--- src/rtl/cpu_types_pkg.sv ---
// cpu_types_pkg: shared widths, opcode encodings, memory-stage state and M/WB record.
package cpu_types_pkg;
    localparam int WORD_W = 32;
    localparam int REGSEL_W = 5;
    localparam logic [5:0] RTYPE = 6'b000000;
    localparam logic [5:0] SLL = 6'b000000;
    typedef enum logic [1:0] {IDLE, REQ, DONE} memstate_t;
    typedef struct packed {
        logic [WORD_W-1:0] dmemload;
        logic [WORD_W-1:0] porto;
        logic [WORD_W-1:0] pcp4;
        logic memtoreg;
        logic [1:0] wdatasrc;
        logic [REGSEL_W-1:0] wsel;
        logic wen;
        logic halt;
        logic [5:0] opcode;
        logic [5:0] funct;
    } mw_t;
    function automatic mw_t bubble();
        mw_t b;
        b = '0;
        b.opcode = RTYPE;
        b.funct = SLL;
        return b;
    endfunction
endpackage

--- src/rtl/MEM_WB_if.sv ---
// MEM_WB_if: M/WB bundle, next value in d and latched value in q.
interface MEM_WB_if;
    import cpu_types_pkg::*;
    mw_t d;
    mw_t q;
    modport latch (input d, output q);
endinterface

--- src/rtl/mw_latch.sv ---
// mw_latch: M/WB pipeline register with async reset, flush-to-bubble and enable.
module mw_latch
    import cpu_types_pkg::*;
(
    input logic CLK,
    input logic RST,
    input logic flush,
    input logic en,
    MEM_WB_if.latch bus
);
    always_ff @(posedge CLK or posedge RST)
        if (RST) bus.q <= bubble();
        else if (flush) bus.q <= bubble();
        else if (en) bus.q <= bus.d;
endmodule

--- src/rtl/mem_wb_stage.sv ---
// mem_wb_stage: data-cache access FSM, stall generation and M/WB latch.
module mem_wb_stage
    import cpu_types_pkg::*;
#(
    parameter int WCNT_W = 8
) (
    input  logic CLK,
    input  logic RST,
    input  logic ihit,
    input  logic flush,
    input  logic dREN_in,
    input  logic dWEN_in,
    input  logic [WORD_W-1:0] portO_in,
    input  logic [WORD_W-1:0] dmemStore_in,
    input  logic MemtoReg_in,
    input  logic [1:0] wdatasrc_in,
    input  logic [REGSEL_W-1:0] WSel_in,
    input  logic WEN_in,
    input  logic [WORD_W-1:0] pcp4_in,
    input  logic HALT_in,
    input  logic [5:0] opcode_in,
    input  logic [5:0] funct_in,
    input  logic dhit,
    input  logic [WORD_W-1:0] dmemload,
    output logic dmemREN,
    output logic dmemWEN,
    output logic [WORD_W-1:0] dmemaddr,
    output logic [WORD_W-1:0] dmemstore,
    output logic mem_stall,
    output logic advance,
    output logic [WORD_W-1:0] dmemload_out,
    output logic [WORD_W-1:0] portO_out,
    output logic [WORD_W-1:0] pcp4_out,
    output logic MemtoReg_out,
    output logic [1:0] wdatasrc_out,
    output logic [REGSEL_W-1:0] WSel_out,
    output logic WEN_out,
    output logic HALT_out,
    output logic [5:0] opcode_out,
    output logic [5:0] funct_out,
    output logic halted,
    output logic [WCNT_W-1:0] memwait_cnt
);
    memstate_t state, next;
    logic req;
    logic [WORD_W-1:0] hold;
    MEM_WB_if mw ();
    assign req = dREN_in | dWEN_in;
    assign mem_stall = req & ~dhit & (state != DONE);
    assign advance = ihit & ~mem_stall;
    // Strobes drop combinationally on RST so they fall without waiting for an edge.
    assign dmemREN = dREN_in & (state != DONE) & ~halted & ~RST;
    assign dmemWEN = dWEN_in & ~dREN_in & (state != DONE) & ~halted & ~RST;
    assign dmemaddr = portO_in;
    assign dmemstore = dmemStore_in;
    always_ff @(posedge CLK or posedge RST)
        if (RST) state <= IDLE;
        else state <= next;
    // Completion that advances in the same cycle skips DONE so the next access can issue.
    always_comb begin
        next = (flush | advance) ? IDLE :
               (req & dhit) ? DONE :
               (req & (state == IDLE)) ? REQ : state;
    end
    always_ff @(posedge CLK or posedge RST)
        if (RST) hold <= '0;
        else if (dhit & dREN_in) hold <= dmemload;
    always_ff @(posedge CLK or posedge RST)
        if (RST) halted <= 1'b0;
        else if (~flush & advance & HALT_in) halted <= 1'b1;
    always_ff @(posedge CLK or posedge RST)
        if (RST) memwait_cnt <= '0;
        else if (mem_stall & ~&memwait_cnt) memwait_cnt <= memwait_cnt + 1'b1;
    assign mw.d = '{dmemload: dhit ? dmemload : hold, porto: portO_in, pcp4: pcp4_in,
                    memtoreg: MemtoReg_in, wdatasrc: wdatasrc_in, wsel: WSel_in, wen: WEN_in,
                    halt: HALT_in, opcode: opcode_in, funct: funct_in};
    mw_latch u_latch (.CLK(CLK), .RST(RST), .flush(flush), .en(advance), .bus(mw));
    assign dmemload_out = mw.q.dmemload;
    assign portO_out = mw.q.porto;
    assign pcp4_out = mw.q.pcp4;
    assign MemtoReg_out = mw.q.memtoreg;
    assign wdatasrc_out = mw.q.wdatasrc;
    assign WSel_out = mw.q.wsel;
    assign WEN_out = mw.q.wen;
    assign HALT_out = mw.q.halt;
    assign opcode_out = mw.q.opcode;
    assign funct_out = mw.q.funct;
endmodule

--- config.mk ---
export PLATFORM = sky130hd
export DESIGN_NAME = mem_wb_stage
export DESIGN_NICKNAME = d
export VERILOG_FILES = /design/src/rtl/cpu_types_pkg.sv /design/src/rtl/MEM_WB_if.sv /design/src/rtl/mw_latch.sv /design/src/rtl/mem_wb_stage.sv
export SDC_FILE = /design/constraint.sdc
export NUM_CORES = 1
export LEC_CHECK = 0
export ABC_AREA = 1
export ABC_CLOCK_PERIOD_IN_PS = 5300
export CAP_MARGIN = 20
export CORE_MARGIN = 1.5
export CORE_UTILIZATION = 38
export CTS_CLUSTER_DIAMETER = 200
export DETAILED_ROUTE_END_ITERATION = 8
export PLACE_DENSITY = 0.77
export SLEW_MARGIN = 0
export SYNTH_ARGS = -nofsm -noshare
export SYNTH_HDL_FRONTEND = slang
export SYNTH_SLANG_ARGS = --single-unit
export TNS_END_PERCENT = 20
--- constraint.sdc ---
create_clock -name CLK -period 5.3 [get_ports CLK]
set_clock_uncertainty 0.2 [all_clocks]
set_input_delay 0.795 -clock CLK [delete_from_list [all_inputs] [get_ports CLK]]
set_output_delay 0.795 -clock CLK [all_outputs]
set_load 0.05 [all_outputs]
# Yosys cells after proc, flatten, opt, wreduce, memory -nomap -nowiden

Cells that the tools add are included.
Widths: inputs -> output; s select.

Flip-flop bits (word level): 161
Output and inout port bits: 195
Word-level logic and storage cells: 51

Reductions and logical operators: 5
Add/sub/neg operators: 1
Equal/unequal tests: 1
Bitwise gates (word level): 24
Multiplexer cells: 6

Operators by type and width:

| cell                | count |
|---|---|
| $mux 118            | 2 |
| $mux 32             | 1 |
| $and 1x1->1         | 16 |
| $add 8x1->8 const B | 1 |
| $reduce_and 8->1    | 1 |
| $mux 2              | 3 |
| $not 1->1           | 6 |
| $reduce_bool 3->1   | 1 |
| $logic_not 2->1     | 1 |
| $ne 2x2->1 const B  | 1 |
| $or 1x1->1          | 2 |
| $reduce_bool 2->1   | 1 |
| $logic_not 1->1     | 1 |

# Longest topological paths before layout

Depth in word-level cells: 7
Mapped depth: 8
Gate-level depth less buffers: 7

# Modules after synthesis

Synthesis repeated with hierarchy kept, for this count alone.

Cell total of the unflattened synthesis: 880
Area total of the unflattened synthesis: 7334.5 um2

By module, submodules not included:

| module       | instances | area each (um2) | seq. area each (um2) | cells an instance |
|---|---|---|---|---|
| mw_latch     | 1         | 4624.4          | 2952.8               | 512 |
| mem_wb_stage | 1         | 2710.1          | 1076.0               | 368 |

# Least setup slack after synthesis

No wires, ideal clock.

Path kind: input to output
Start: input RST
End: output dmemWEN
Setup slack: -1.731 ns
Arrival: 6.036 ns
Stages: 3
Required time: 4.305 ns
Cell sequence: inv_1 nand2_1 nor4_1

Word-level cells in the longest chain between the ends: 2

RTL lines:

| item            | RTL line           | RTL |
|---|---|---|
| start, declared | mem_wb_stage.sv:8  | `input logic RST,` |
| $not 1->1       | mem_wb_stage.sv:53 | `assign dmemWEN = dWEN_in & ~dREN_in & (state != DONE) & ~halted & ~RST;` |
| $and 1x1->1     | mem_wb_stage.sv:53 |  |
| end, declared   | mem_wb_stage.sv:26 | `output logic dmemWEN,` |

No other way between the ends.

# Final worst setup path

Ends and elaborated chain as after synthesis.

==> flow_summary.json <==
{
  "cts.sinks": 161,
  "yosysWarnings": 0,
  "fin_area_um2": 11000,
  "dr_wl_met3_um": 1880,
  "place.detailed.hpwl_um": 15100,
  "hold_class": "reg2reg",
  "cts_tree": "yes",
  "ctsHoldBuffers": 0,
  "gp_congestion": 0.777,
  "yosys.area_share.simple_pct": 31.2,
  "finish.utilization_pct": 53.9,
  "wire_per_inst_um": 17.0,
  "relSlewSlack_pct": 28.3,
  "synth_mux_area_share_pct": 3.54,
  "dr.pass1.iters": 4,
  "rsz0062_at_grt": "no",
  "status": "finished, final reports clean",
  "area_growth_syn_to_layout_pct": 37.8,
  "crit_slowest_cell": "clkdlybuf4s50_1",
  "cts-buffers-inserted": 17,
  "hold_viol": 0,
  "wl_met2_um": 10700,
  "fin_nets": 1216,
  "grt_pass1_vias": 6444,
  "cpPeakStageDelay_ns": 0.87,
  "path_common_cell": "clkdlybuf4s50_1",
  "fin_crit_sh_pct": 74.3,
  "cts_root_buffer": "clkbuf_16",
  "powerDensity_nw_per_um2": 334,
  "ys_seq_area_share_pct": 50.6,
  "maxCapViolCount": 0,
  "synth_compound_gate_area_share_pct": 1.13,
  "worstPathMaxFanout": 18,
  "max_slew.worst_pin.slew_ns": 1.08,
  "synthArstFlopShare_pct": 100,
  "synthAdderAreaFrac_pct": 0.157,
  "critical_path_class": "in2out",
  "clk_latency_ns": 0.41,
  "grtUsageTotal_pct": 20.7,
  "core_um2": 20400,
  "dp_cells": 1309,
  "setup_tns_ns": 0,
  "netlist_instances": 880,
  "multi_input_area_um2": 2900,
  "grt_max_degree": 113,
  "clkTransAtPathRegs_ns": 0.06,
  "fp.dieW_um": 148,
  "grt_pass1_wl_um": 35600,
  "drive_above_1_share_pct": 8.99,
  "finalNonFillerCells": 1338,
  "power.leakage_nw": 5.18,
  "avgSynthCellArea_um2": 9.04,
  "syn_area_um2": 7960,
  "setup_viol": 0,
  "drt_iter0_drc": 449,
  "dieHeight_um": 148,
  "regArea_um2": 4030,
  "synth_edf_count": 0,
  "crit_required_ns": 4.30,
  "io_pins": 352,
  "grt_overflow": 0,
  "h-tree-depth": 4,
  "end_kind": "output pin",
  "arrival_ns": 2.94,
  "synth_top_family_by_area": "simple AND/OR/NAND/NOR gates",
  "period_needed_ns": 3.94,
  "cts_buffer_depth": 2,
  "vias": 6875,
  "antenna_found_initial": 0,
  "synth_xor_area_share_pct": 0.330,
  "postCtsSetupBuffers": 0,
  "fillers": 1871,
  "ir_worst_vdd_v": 0.000194,
  "rows": 52,
  "initial_core_util_pct": 39.1,
  "post_dp_cell_area_um2": 10300,
  "crit_chain": "clkdlybuf4s50_1 > clkinvlp_4 > nand2_1 > nor4_1 > clkdlybuf4s50_1",
  "vias_per_cell": 5.14,
  "diodes": 0,
  "portBuffers": 287,
  "routed_wl_um": 22800,
  "startpoint_type": "input port",
  "layout_commonest_cell": "clkdlybuf4s50_1",
  "drc": 0,
  "yosys_most_used_dff": "dfrtp_1",
  "synth_nets": 1038,
  "drt-met1-wl_um": 9950,
  "max_freq_mhz": 254,
  "synth-seq-cells": 161,
  "top_layer_used": "met4",
  "cts_resized": 0,
  "synth_cell_types": 25,
  "final_cell_mix": "clkdlybuf4s50_1 (284), nand2_1 (253), dfrtp_1 (161)",
  "die-area_um2": 21800,
  "drv_slew": 0,
  "ant_nets": 0
}
==> sequential cells by signal, summed over array words and instances, names as in the netlist <==
register and count:
hold 32, halted 1, u_latch.bus.q 118, state 2
memwait_cnt 8
==> cell usage after synthesis, drive strengths merged, types with 3 or more instances <==
library cell  instances  area [um2]
xor2                  3        26.3
clkbuf               15        56.3
inv                  25        93.8
nand3               123         728
nor2                  8        37.5
buf                 125         883
mux2                 25         282
nand4               118         738
nand2               255         962
dfrtp               161        4030
o21ai                17        85.1
==> metrics by stage <==
step                hold WS [ns]  power (W)  setup slack (ns)
floorplan                  0.253    0.00209            0.0741
global placement           0.266    0.00234              1.37
detailed placement         0.276    0.00235              1.35
CTS                        0.292    0.00370              1.35
global route               0.319    0.00383              1.21
finish                     0.286    0.00367              1.36
==> path summary, 6_finish.rpt <==
path                                            from                        endpoint  slack (ns)  cells past startpoint
worst max register to register  state[0]$_DFFE_PP0P_  u_latch.bus.q[107]$_DFFE_PP0P_        2.82                      7
worst max-delay path                             RST                         dmemWEN        1.36                      5
worst min register to register   hold[0]$_DFFE_PP0P_             hold[0]$_DFFE_PP0P_        0.29                      2
min in group asynchronous                        RST   u_latch.bus.q[13]$_DFFE_PP0P_        0.53                      2
max in group asynchronous                        RST            state[0]$_DFFE_PP0P_        3.08                      3
worst min-delay path             hold[0]$_DFFE_PP0P_             hold[0]$_DFFE_PP0P_        0.29                      2
==> area by class of cell <==
cell class	count	area share, %
Clock buffer	19	4.04
Inverter	25	0.936
Sequential cell	161	36.7
Tap cell	270	3.08
Clock inverter	10	1.70
Multi-Input combinational cell	554	26.4
Timing Repair Buffer	299	27.1
==> metal layers <==
metal / vias up / GRT usage, %
met4: 0 / 5.40
met3: 20 / 5.93
met5: - / 0
met2: 263 / 32.3
met1: 3322 / 28.2
li1: 3270 / -
==> worst max-delay path: cells and delay by family <==
kind / cells / cell delay, ns
buffers and inverters: 3 / 1.61
AND/OR/NAND/NOR: 2 / 0.52
==> report_power, final <==
group | internal [W] | total, W | switching [W]
clock | 0.000842 | 0.00134 | 0.000497
combinational | 0.000321 | 0.000911 | 0.000589
sequential | 0.00134 | 0.00142 | 0.0000789
==> kinds of logic (layout without fill, tap and decap cells) <==
kind of cell / after synthesis / after routing
muxes: 25 / 25
xor gates and xnor gates: 3 / 3
adders and majority gates: 1 / 1
AOI/OAI and AO/OA: 18 / 18
DFF: 161 / 161
buffers and inverters: 165 / 353
and+or+nand+nor: 507 / 507
(Power assumes the default switching activity.)
